--- config.mk ---
export PLATFORM = sky130hd
export DESIGN_NAME = mem_access_sequencer_flat
export DESIGN_NICKNAME = d
export VERILOG_FILES = /design/src/rtl/mem_access_sequencer_pkg.sv /design/src/rtl/mem_access_sequencer_if.sv /design/src/rtl/mem_access_sequencer_mem_byte_format.sv /design/src/rtl/mem_access_sequencer.sv /design/src/flat_wrapper.sv
export SDC_FILE = /design/constraint.sdc
export NUM_CORES = 1
export LEC_CHECK = 0
export ABC_CLOCK_PERIOD_IN_PS = 1850
export CORE_MARGIN = 2
export CORE_UTILIZATION = 42
export DETAILED_ROUTE_END_ITERATION = 8
export MAX_ROUTING_LAYER = met4
export PLACE_DENSITY = 0.84
export SLEW_MARGIN = 10
export SYNTH_ARGS = -nofsm -noshare
export SYNTH_HDL_FRONTEND = slang
export SYNTH_SLANG_ARGS = --single-unit
--- constraint.sdc ---
create_clock -name clk -period 1.85 [get_ports clk]
set_input_delay 0.37 -clock clk [delete_from_list [all_inputs] [get_ports clk]]
set_output_delay 0.37 -clock clk [all_outputs]
set_load 0.005 [all_outputs]
--- src/rtl/mem_access_sequencer_pkg.sv ---
// rtl/mem_access_sequencer_pkg.sv - shared LC-3b types for the MEM-stage access sequencer
// Purpose: opcode, memory-operation kind and sequencer state enums, plus
//          small decode/classification helpers used by the sequencer files.
// Ports:   none (package).
package mem_access_sequencer_pkg;

  typedef enum logic [3:0] {
    op_br   = 4'd0,
    op_add  = 4'd1,
    op_ldb  = 4'd2,
    op_stb  = 4'd3,
    op_jsr  = 4'd4,
    op_and  = 4'd5,
    op_ldr  = 4'd6,
    op_str  = 4'd7,
    op_rti  = 4'd8,
    op_not  = 4'd9,
    op_ldi  = 4'd10,
    op_sti  = 4'd11,
    op_jmp  = 4'd12,
    op_shf  = 4'd13,
    op_lea  = 4'd14,
    op_trap = 4'd15
  } lc3b_opcode;

  typedef enum logic [2:0] {
    MEM_WORD_RD,
    MEM_BYTE_RD,
    MEM_IND_RD,
    MEM_WORD_WR,
    MEM_BYTE_WR,
    MEM_IND_WR
  } lc3b_memop_kind;

  typedef enum logic [1:0] {
    IDLE,
    PTR,
    ACCESS,
    COMPLETE
  } lc3b_mseq_state;

  // Opcodes with a dedicated memory form pick it directly; any other opcode
  // that reaches MEM with a memory request (e.g. TRAP vector fetch) is a
  // plain word access in the direction the control word asks for.
  function automatic lc3b_memop_kind decode_memop(input logic [3:0] opcode,
                                                  input logic       is_write);
    lc3b_memop_kind k;
    case (opcode)
      op_ldb:  k = MEM_BYTE_RD;
      op_ldi:  k = MEM_IND_RD;
      op_str:  k = MEM_WORD_WR;
      op_stb:  k = MEM_BYTE_WR;
      op_sti:  k = MEM_IND_WR;
      op_ldr:  k = MEM_WORD_RD;
      default: k = is_write ? MEM_WORD_WR : MEM_WORD_RD;
    endcase
    return k;
  endfunction

  function automatic logic is_read_kind(input lc3b_memop_kind k);
    return (k == MEM_WORD_RD) || (k == MEM_BYTE_RD) || (k == MEM_IND_RD);
  endfunction

  function automatic logic is_indirect_kind(input lc3b_memop_kind k);
    return (k == MEM_IND_RD) || (k == MEM_IND_WR);
  endfunction

  function automatic logic is_byte_kind(input lc3b_memop_kind k);
    return (k == MEM_BYTE_RD) || (k == MEM_BYTE_WR);
  endfunction

endpackage

--- src/rtl/mem_access_sequencer_if.sv ---
// rtl/mem_access_sequencer_if.sv - data-memory request/response bus
// Purpose: groups the data-memory handshake between the sequencer and memory.
// Ports:   mem_read/mem_write   request strobes (held until mem_resp)
//          mem_address          16-bit byte address
//          mem_wdata            write data
//          mem_byte_enable      byte lanes {hi, lo}
//          mem_resp             completion strobe from memory
//          mem_rdata            read data from memory
interface mem_access_sequencer_if;

  logic        mem_read;
  logic        mem_write;
  logic [15:0] mem_address;
  logic [15:0] mem_wdata;
  logic [1:0]  mem_byte_enable;
  logic        mem_resp;
  logic [15:0] mem_rdata;

  modport master (
    output mem_read,
    output mem_write,
    output mem_address,
    output mem_wdata,
    output mem_byte_enable,
    input  mem_resp,
    input  mem_rdata
  );

  modport slave (
    input  mem_read,
    input  mem_write,
    input  mem_address,
    input  mem_wdata,
    input  mem_byte_enable,
    output mem_resp,
    output mem_rdata
  );

endinterface

--- src/rtl/mem_access_sequencer_mem_byte_format.sv ---
// rtl/mem_access_sequencer_mem_byte_format.sv - byte-lane, write-data and load formatting
// Purpose: combinational formatting for the final access of an operation.
// Ports:   kind         latched operation kind
//          addr_lsb     bit 0 of the latched effective address
//          store_data   latched store source value
//          mem_rdata    raw memory read data
//          byte_enable  lanes for the access
//          wdata        write data with the byte replicated for byte stores
//          load_value   read data, byte-selected and sign-extended for LDB
module mem_byte_format
  import mem_access_sequencer_pkg::*;
(
  input  lc3b_memop_kind kind,
  input  logic           addr_lsb,
  input  logic [15:0]    store_data,
  input  logic [15:0]    mem_rdata,
  output logic [1:0]     byte_enable,
  output logic [15:0]    wdata,
  output logic [15:0]    load_value
);

  logic [7:0] sel_byte;

  always_comb begin
    byte_enable = 2'b11;
    wdata       = store_data;
    load_value  = mem_rdata;
    sel_byte    = addr_lsb ? mem_rdata[15:8] : mem_rdata[7:0];

    if (is_byte_kind(kind)) begin
      byte_enable = addr_lsb ? 2'b10 : 2'b01;
    end
    // Byte stores replicate the low byte so either lane carries it.
    if (kind == MEM_BYTE_WR) begin
      wdata = {store_data[7:0], store_data[7:0]};
    end
    if (kind == MEM_BYTE_RD) begin
      load_value = {{8{sel_byte[7]}}, sel_byte};
    end
  end

endmodule

--- src/rtl/mem_access_sequencer.sv ---
// rtl/mem_access_sequencer.sv - MEM-stage data-memory access sequencer
// Purpose: turns the control word's memory fields into data-memory accesses
//          (word/byte, and pointer-then-access for LDI/STI), stalls the
//          pipeline until done, and returns formatted load data.
// Ports:   clk, reset_n                       clock, async active-low reset
//          in_valid, opcode                   MEM-stage instruction
//          ctrl_mem_read, ctrl_mem_write      control-word memory fields
//          addr, store_data                   effective address, store source
//          mem                                data-memory bus (master side)
//          load_data                          formatted result for writeback
//          stall, done                        pipeline hold, completion pulse
//          mem_error                          sticky response timeout flag
module mem_access_sequencer
  import mem_access_sequencer_pkg::*;
#(
  parameter int unsigned TIMEOUT_CYCLES = 0
) (
  input  logic                          clk,
  input  logic                          reset_n,
  input  logic                          in_valid,
  input  logic [3:0]                    opcode,
  input  logic                          ctrl_mem_read,
  input  logic                          ctrl_mem_write,
  input  logic [15:0]                   addr,
  input  logic [15:0]                   store_data,
  mem_access_sequencer_if.master        mem,
  output logic [15:0]                   load_data,
  output logic                          stall,
  output logic                          done,
  output logic                          mem_error
);

  lc3b_mseq_state state, state_d;
  lc3b_memop_kind kind_q, new_kind;
  logic [15:0]    addr_q;
  logic [15:0]    sd_q;
  logic [15:1]    ptr_q;
  logic [31:0]    to_cnt;
  logic           memop;
  logic           access_is_read;
  logic [1:0]     fmt_be;
  logic [15:0]    fmt_wdata;
  logic [15:0]    fmt_load;

  assign memop          = in_valid & (ctrl_mem_read | ctrl_mem_write);
  assign new_kind       = decode_memop(opcode, ctrl_mem_write);
  assign access_is_read = is_read_kind(kind_q);

  mem_byte_format u_fmt (
    .kind        (kind_q),
    .addr_lsb    (addr_q[0]),
    .store_data  (sd_q),
    .mem_rdata   (mem.mem_rdata),
    .byte_enable (fmt_be),
    .wdata       (fmt_wdata),
    .load_value  (fmt_load)
  );

  always_comb begin
    state_d             = state;
    stall               = 1'b0;
    done                = 1'b0;
    mem.mem_read        = 1'b0;
    mem.mem_write       = 1'b0;
    mem.mem_address     = 16'h0000;
    mem.mem_wdata       = 16'h0000;
    mem.mem_byte_enable = 2'b00;

    case (state)
      IDLE: begin
        // Stall is combinational so the instruction is held from its first
        // MEM cycle, before any register has seen it.
        stall = memop;
        if (memop) begin
          state_d = is_indirect_kind(new_kind) ? PTR : ACCESS;
        end
      end
      PTR: begin
        stall               = 1'b1;
        mem.mem_read        = 1'b1;
        mem.mem_address     = {addr_q[15:1], 1'b0};
        mem.mem_byte_enable = 2'b11;
        if (mem.mem_resp) begin
          state_d = ACCESS;
        end
      end
      ACCESS: begin
        stall               = 1'b1;
        mem.mem_read        = access_is_read;
        mem.mem_write       = ~access_is_read;
        mem.mem_byte_enable = fmt_be;
        mem.mem_wdata       = fmt_wdata;
        if (is_indirect_kind(kind_q)) begin
          mem.mem_address = {ptr_q, 1'b0};
        end else if (is_byte_kind(kind_q)) begin
          mem.mem_address = addr_q;
        end else begin
          mem.mem_address = {addr_q[15:1], 1'b0};
        end
        if (mem.mem_resp) begin
          state_d = COMPLETE;
        end
      end
      COMPLETE: begin
        // The finished instruction is still presented this cycle; in_valid
        // is deliberately not looked at so it is not started twice.
        done    = 1'b1;
        state_d = IDLE;
      end
      default: begin
        state_d = IDLE;
      end
    endcase
  end

  always_ff @(posedge clk or negedge reset_n) begin
    if (!reset_n) begin
      state <= IDLE;
    end else begin
      state <= state_d;
    end
  end

  always_ff @(posedge clk or negedge reset_n) begin
    if (!reset_n) begin
      kind_q    <= MEM_WORD_RD;
      addr_q    <= 16'h0000;
      sd_q      <= 16'h0000;
      ptr_q     <= 15'h0000;
      load_data <= 16'h0000;
      to_cnt    <= 32'd0;
      mem_error <= 1'b0;
    end else begin
      case (state)
        IDLE: begin
          if (memop) begin
            kind_q <= new_kind;
            addr_q <= addr;
            sd_q   <= store_data;
            to_cnt <= 32'd0;
          end
        end
        PTR, ACCESS: begin
          if (mem.mem_resp) begin
            if (state == PTR) begin
              ptr_q  <= mem.mem_rdata[15:1];
              to_cnt <= 32'd0;
            end else if (access_is_read) begin
              load_data <= fmt_load;
            end
          end else begin
            // Counter saturates at the limit; with TIMEOUT_CYCLES == 0 it
            // never leaves zero and the flag can never set.
            if (to_cnt != TIMEOUT_CYCLES) begin
              to_cnt <= to_cnt + 32'd1;
            end
            if ((TIMEOUT_CYCLES != 0) && (to_cnt + 32'd1 == TIMEOUT_CYCLES)) begin
              mem_error <= 1'b1;
            end
          end
        end
        default: begin
        end
      endcase
    end
  end

endmodule

--- src/flat_wrapper.sv ---
// flat-port wrapper written by rule: the top's interface ports become plain ports
module mem_access_sequencer_flat import mem_access_sequencer_pkg::*;
#(
  parameter int unsigned TIMEOUT_CYCLES = 0
)
  (clk, reset_n, in_valid, opcode, ctrl_mem_read, ctrl_mem_write, addr, store_data, load_data, stall, done, mem_error, mem_mem_read, mem_mem_write, mem_mem_address, mem_mem_wdata, mem_mem_byte_enable, mem_mem_resp, mem_mem_rdata);
  mem_access_sequencer_if mem_i ();
  input  logic clk;
  input  logic reset_n;
  input  logic in_valid;
  input  logic [3:0] opcode;
  input  logic ctrl_mem_read;
  input  logic ctrl_mem_write;
  input  logic [15:0] addr;
  input  logic [15:0] store_data;
  output logic [15:0] load_data;
  output logic stall;
  output logic done;
  output logic mem_error;
  output wire logic [$bits(mem_i.mem_read)-1:0] mem_mem_read;
  output wire logic [$bits(mem_i.mem_write)-1:0] mem_mem_write;
  output wire logic [$bits(mem_i.mem_address)-1:0] mem_mem_address;
  output wire logic [$bits(mem_i.mem_wdata)-1:0] mem_mem_wdata;
  output wire logic [$bits(mem_i.mem_byte_enable)-1:0] mem_mem_byte_enable;
  input wire logic [$bits(mem_i.mem_resp)-1:0] mem_mem_resp;
  input wire logic [$bits(mem_i.mem_rdata)-1:0] mem_mem_rdata;
  assign mem_mem_read = mem_i.mem_read;
  assign mem_mem_write = mem_i.mem_write;
  assign mem_mem_address = mem_i.mem_address;
  assign mem_mem_wdata = mem_i.mem_wdata;
  assign mem_mem_byte_enable = mem_i.mem_byte_enable;
  assign mem_i.mem_resp = mem_mem_resp;
  assign mem_i.mem_rdata = mem_mem_rdata;
  mem_access_sequencer #(.TIMEOUT_CYCLES(TIMEOUT_CYCLES)) u_core (.clk(clk), .reset_n(reset_n), .in_valid(in_valid), .opcode(opcode), .ctrl_mem_read(ctrl_mem_read), .ctrl_mem_write(ctrl_mem_write), .addr(addr), .store_data(store_data), .mem(mem_i), .load_data(load_data), .stall(stall), .done(done), .mem_error(mem_error));
endmodule
==> reports/results.ini <==
[status]
status=complete, but fails checks
violations=negative setup slack

[cts]
path_clk_slew_ns=0.08
htreeDepth=3
cts_root_buffer=clkbuf_8
insertion_delay_ns=0.35
cts_inserted_buffers=9
cts_tree=yes
cts_hold_buf=0
cts_max_path_buffers=2
cts.sinks=68

[setup_path]
worstSetupEndpointType=output port
crit_path_end=mem_mem_address[8]
cp-start-kind=register
path_class=register to output port
r2r-end=u_core.state[0]
crit_required_ns=1.48
cp.arrival_ns=2.07
crit_start=u_core.state[0]
reg2reg_from=u_core.state[1]
crit_family=buffers and inverters
path_depth=7
cp_num_buf_inv=3
critPathSlowestCell=dfrtp_1
cpPeakStageDelay_ns=0.41
path_cells=buf_6 > ha_4 > nor4bb_4 > nor3_4 > buf_16 > a22o_1 > clkdlybuf4s15_2
r2r_cells=9
crit_fanout=6
rrSetupSlack_ns=-0.10

[global_route]
antenna_found_initial=0
grt_max_degree=69
grt_use_total_pct=25.2
grt_pass1_vias=3102
grt_overflow=0
grt_pass1_wl_mm=16.4

[timing]
min_period_ns=2.44
layout_setup_ws_ns=-0.586
fmax_ghz=0.411
finalClockSkew_ns=0.00840
fin_crit_sh_pct=132
drv_slew=0
rsz0062_at_grt=true
finalHoldViolCount=0
setup_viol=50

[yosys]
ys_seq_elements=68
synth_flop_cell=dfrtp_1
synth_edf_count=0
syn_avg_cell_area_um2=12.0
netlist_area_mm2=0.00345
yosysWarnings=1
async_flop_share_pct=100
synth_cells=286
syn-num-nets=348
synth_cell_types=40
synth-seq-area-share_pct=49.4

[floorplanning]
die_area_mm2=0.00894
initial_core_util_pct=42.6
die_h_um=94.6
core_area_mm2=0.00809
num_io_pins=113
num_rows=33
die_w_um=94.6

[placement]
dp_cells=517
port_buffers=111
gp_congestion=0.803
dp_hpwl_mm=7.07
dpl-instance-area_mm2=0.00491

[detailed_routing]
drtAntennaViolNets=0
vias_per_cell=5.53
drtPass1Iterations=5
wl_mm=11.7
wl_per_cell_um=20.7
drt_iter0_markers=205
drc_errors=0
vias=3120

[finish]
syn_to_final_growth_pct=64.1
stdcell_area_mm2=0.00565
final_cell_mix=clkdlybuf4s50_1, dfrtp_1, mux2_2, buf_4, buf_6
final_common_cell=clkdlybuf4s50_1
finalNetCount=516
num_antenna_cells=0
final_layout_size_suffix_gt1_share_pct=47.5
stdcell_count=564

[power]
p_leak_nw=2.45
p_per_area_mw_per_mm2=1860
vdd_drop_max_mv=0.814
finalPower_mw=10.5

[worst_hold_path]
hp-class=primary input to async pin

[job]
cap_violations=0

## cells by family (layout without fill, tap and decap cells)
group	count (synthesis)	in the layout	share of synthesized area (%)
AO/OA/AOI/OAI	66	66	12.7
XOR/XNOR	2	2	0.508
adder cells (fa/ha/maj)	4	4	1.45
buffers and inverters	29	202	4.94
flip-flops	68	68	49.4
multiplexers	75	75	23.6
other	1	1	0.109
AND/OR/NAND/NOR	41	41	7.33
## synthesized netlist by cell type, types with 3 or more instances
master	number	area share [%]
inv_1	5	0.54
ha_1	4	1.5
mux2_2	50	16
a22o_1	15	3.8
dfrtp_1	68	49
buf_2	13	1.9
a21oi_1	20	2.9
buf_6	5	1.6
and2_1	9	1.6
clkbuf_1	3	0.33
a31oi_1	17	3.1
nand2_1	4	0.44
nor2_1	12	1.3
mux2i_1	25	7.3
o21ai_0	6	0.87
## state kept, by name (all words and copies together) (netlist names)
signal,count
u_core.load_data,16
u_core.addr_q,16
u_core.sd_q,16
u_core.kind_q,3
u_core.state,2
u_core.ptr_q,15
## metal layers
layer / routed length (um) / global-route usage (%) / up-vias
li1: - / - / 1384
met1: 4760 / 30.7 / 1550
met2: 5800 / 42.4 / 156
met3: 729 / 3.83 / 30
met4: 375 / 9.54 / 0
met5: 0 / - / -
## timing repair
action,4_1_cts,5_1_grt
buffers inserted,18,15
setup endpoints to repair,38,54
gates resized for setup,145,77
cloned,1,2
pin swaps,15,15
## power by group
| part | switching [mW] | internal (mW) |
|---|---|---|
| Combinational | 2.73 | 3.62 |
| Sequential | 0.536 | 2.24 |
| Clock | 0.642 | 0.769 |
| Total | 3.91 | 6.62 |
## metrics by stage
step                      worst slack [ns]  hold WS (ns)  util (%)  setup TNS, ns
after floorplan                    0.00986        0.0744         -              0
final                               -0.586        0.0242      69.9         -16.13
after global placement              -0.457         0.418      60.7         -14.75
after detailed placement            -0.543         0.424      60.7         -19.26
after CTS                           -0.606        0.0527      66.3         -14.52
after global routing                -0.660        0.0553      69.9         -19.27
## worst reg2reg max path: stages, from the launching register on
cell and delay, ns:
dfrtp_1 0.40, buf_4 0.14, buf_6 0.11, ha_4 0.17, buf_4 0.14, buf_8 0.13, buf_6 0.14, nor2_4 0.10
a2bb2oi_4 0.18, mux2_4 0.32
## worst min-delay path by stage
stage	slack, ns	cells past startpoint	from	end
3_3_place_gp	0.42	2	reset_n	u_core.kind_q[0]
3_5_place_dp	0.42	2	reset_n	u_core.kind_q[0]
4_1_cts	0.05	2	reset_n	u_core.load_data[8]
5_1_grt	0.06	2	reset_n	u_core.kind_q[0]
6_report	0.02	2	reset_n	u_core.kind_q[1]
2_1_floorplan	0.07	0	reset_n	u_core.addr_q[0]
## layout make-up
class / count / area [um^2]
clock inverters: 7 / 98.8
clock buffers: 9 / 124
fillers: 578 / 2440
repair buffers: 180 / 1720
inverters: 6 / 25.0
well taps: 105 / 131
flip-flops and latches: 68 / 1700
multi-input cells: 189 / 1850
Note: power is estimated with default switching activity, not from simulation.
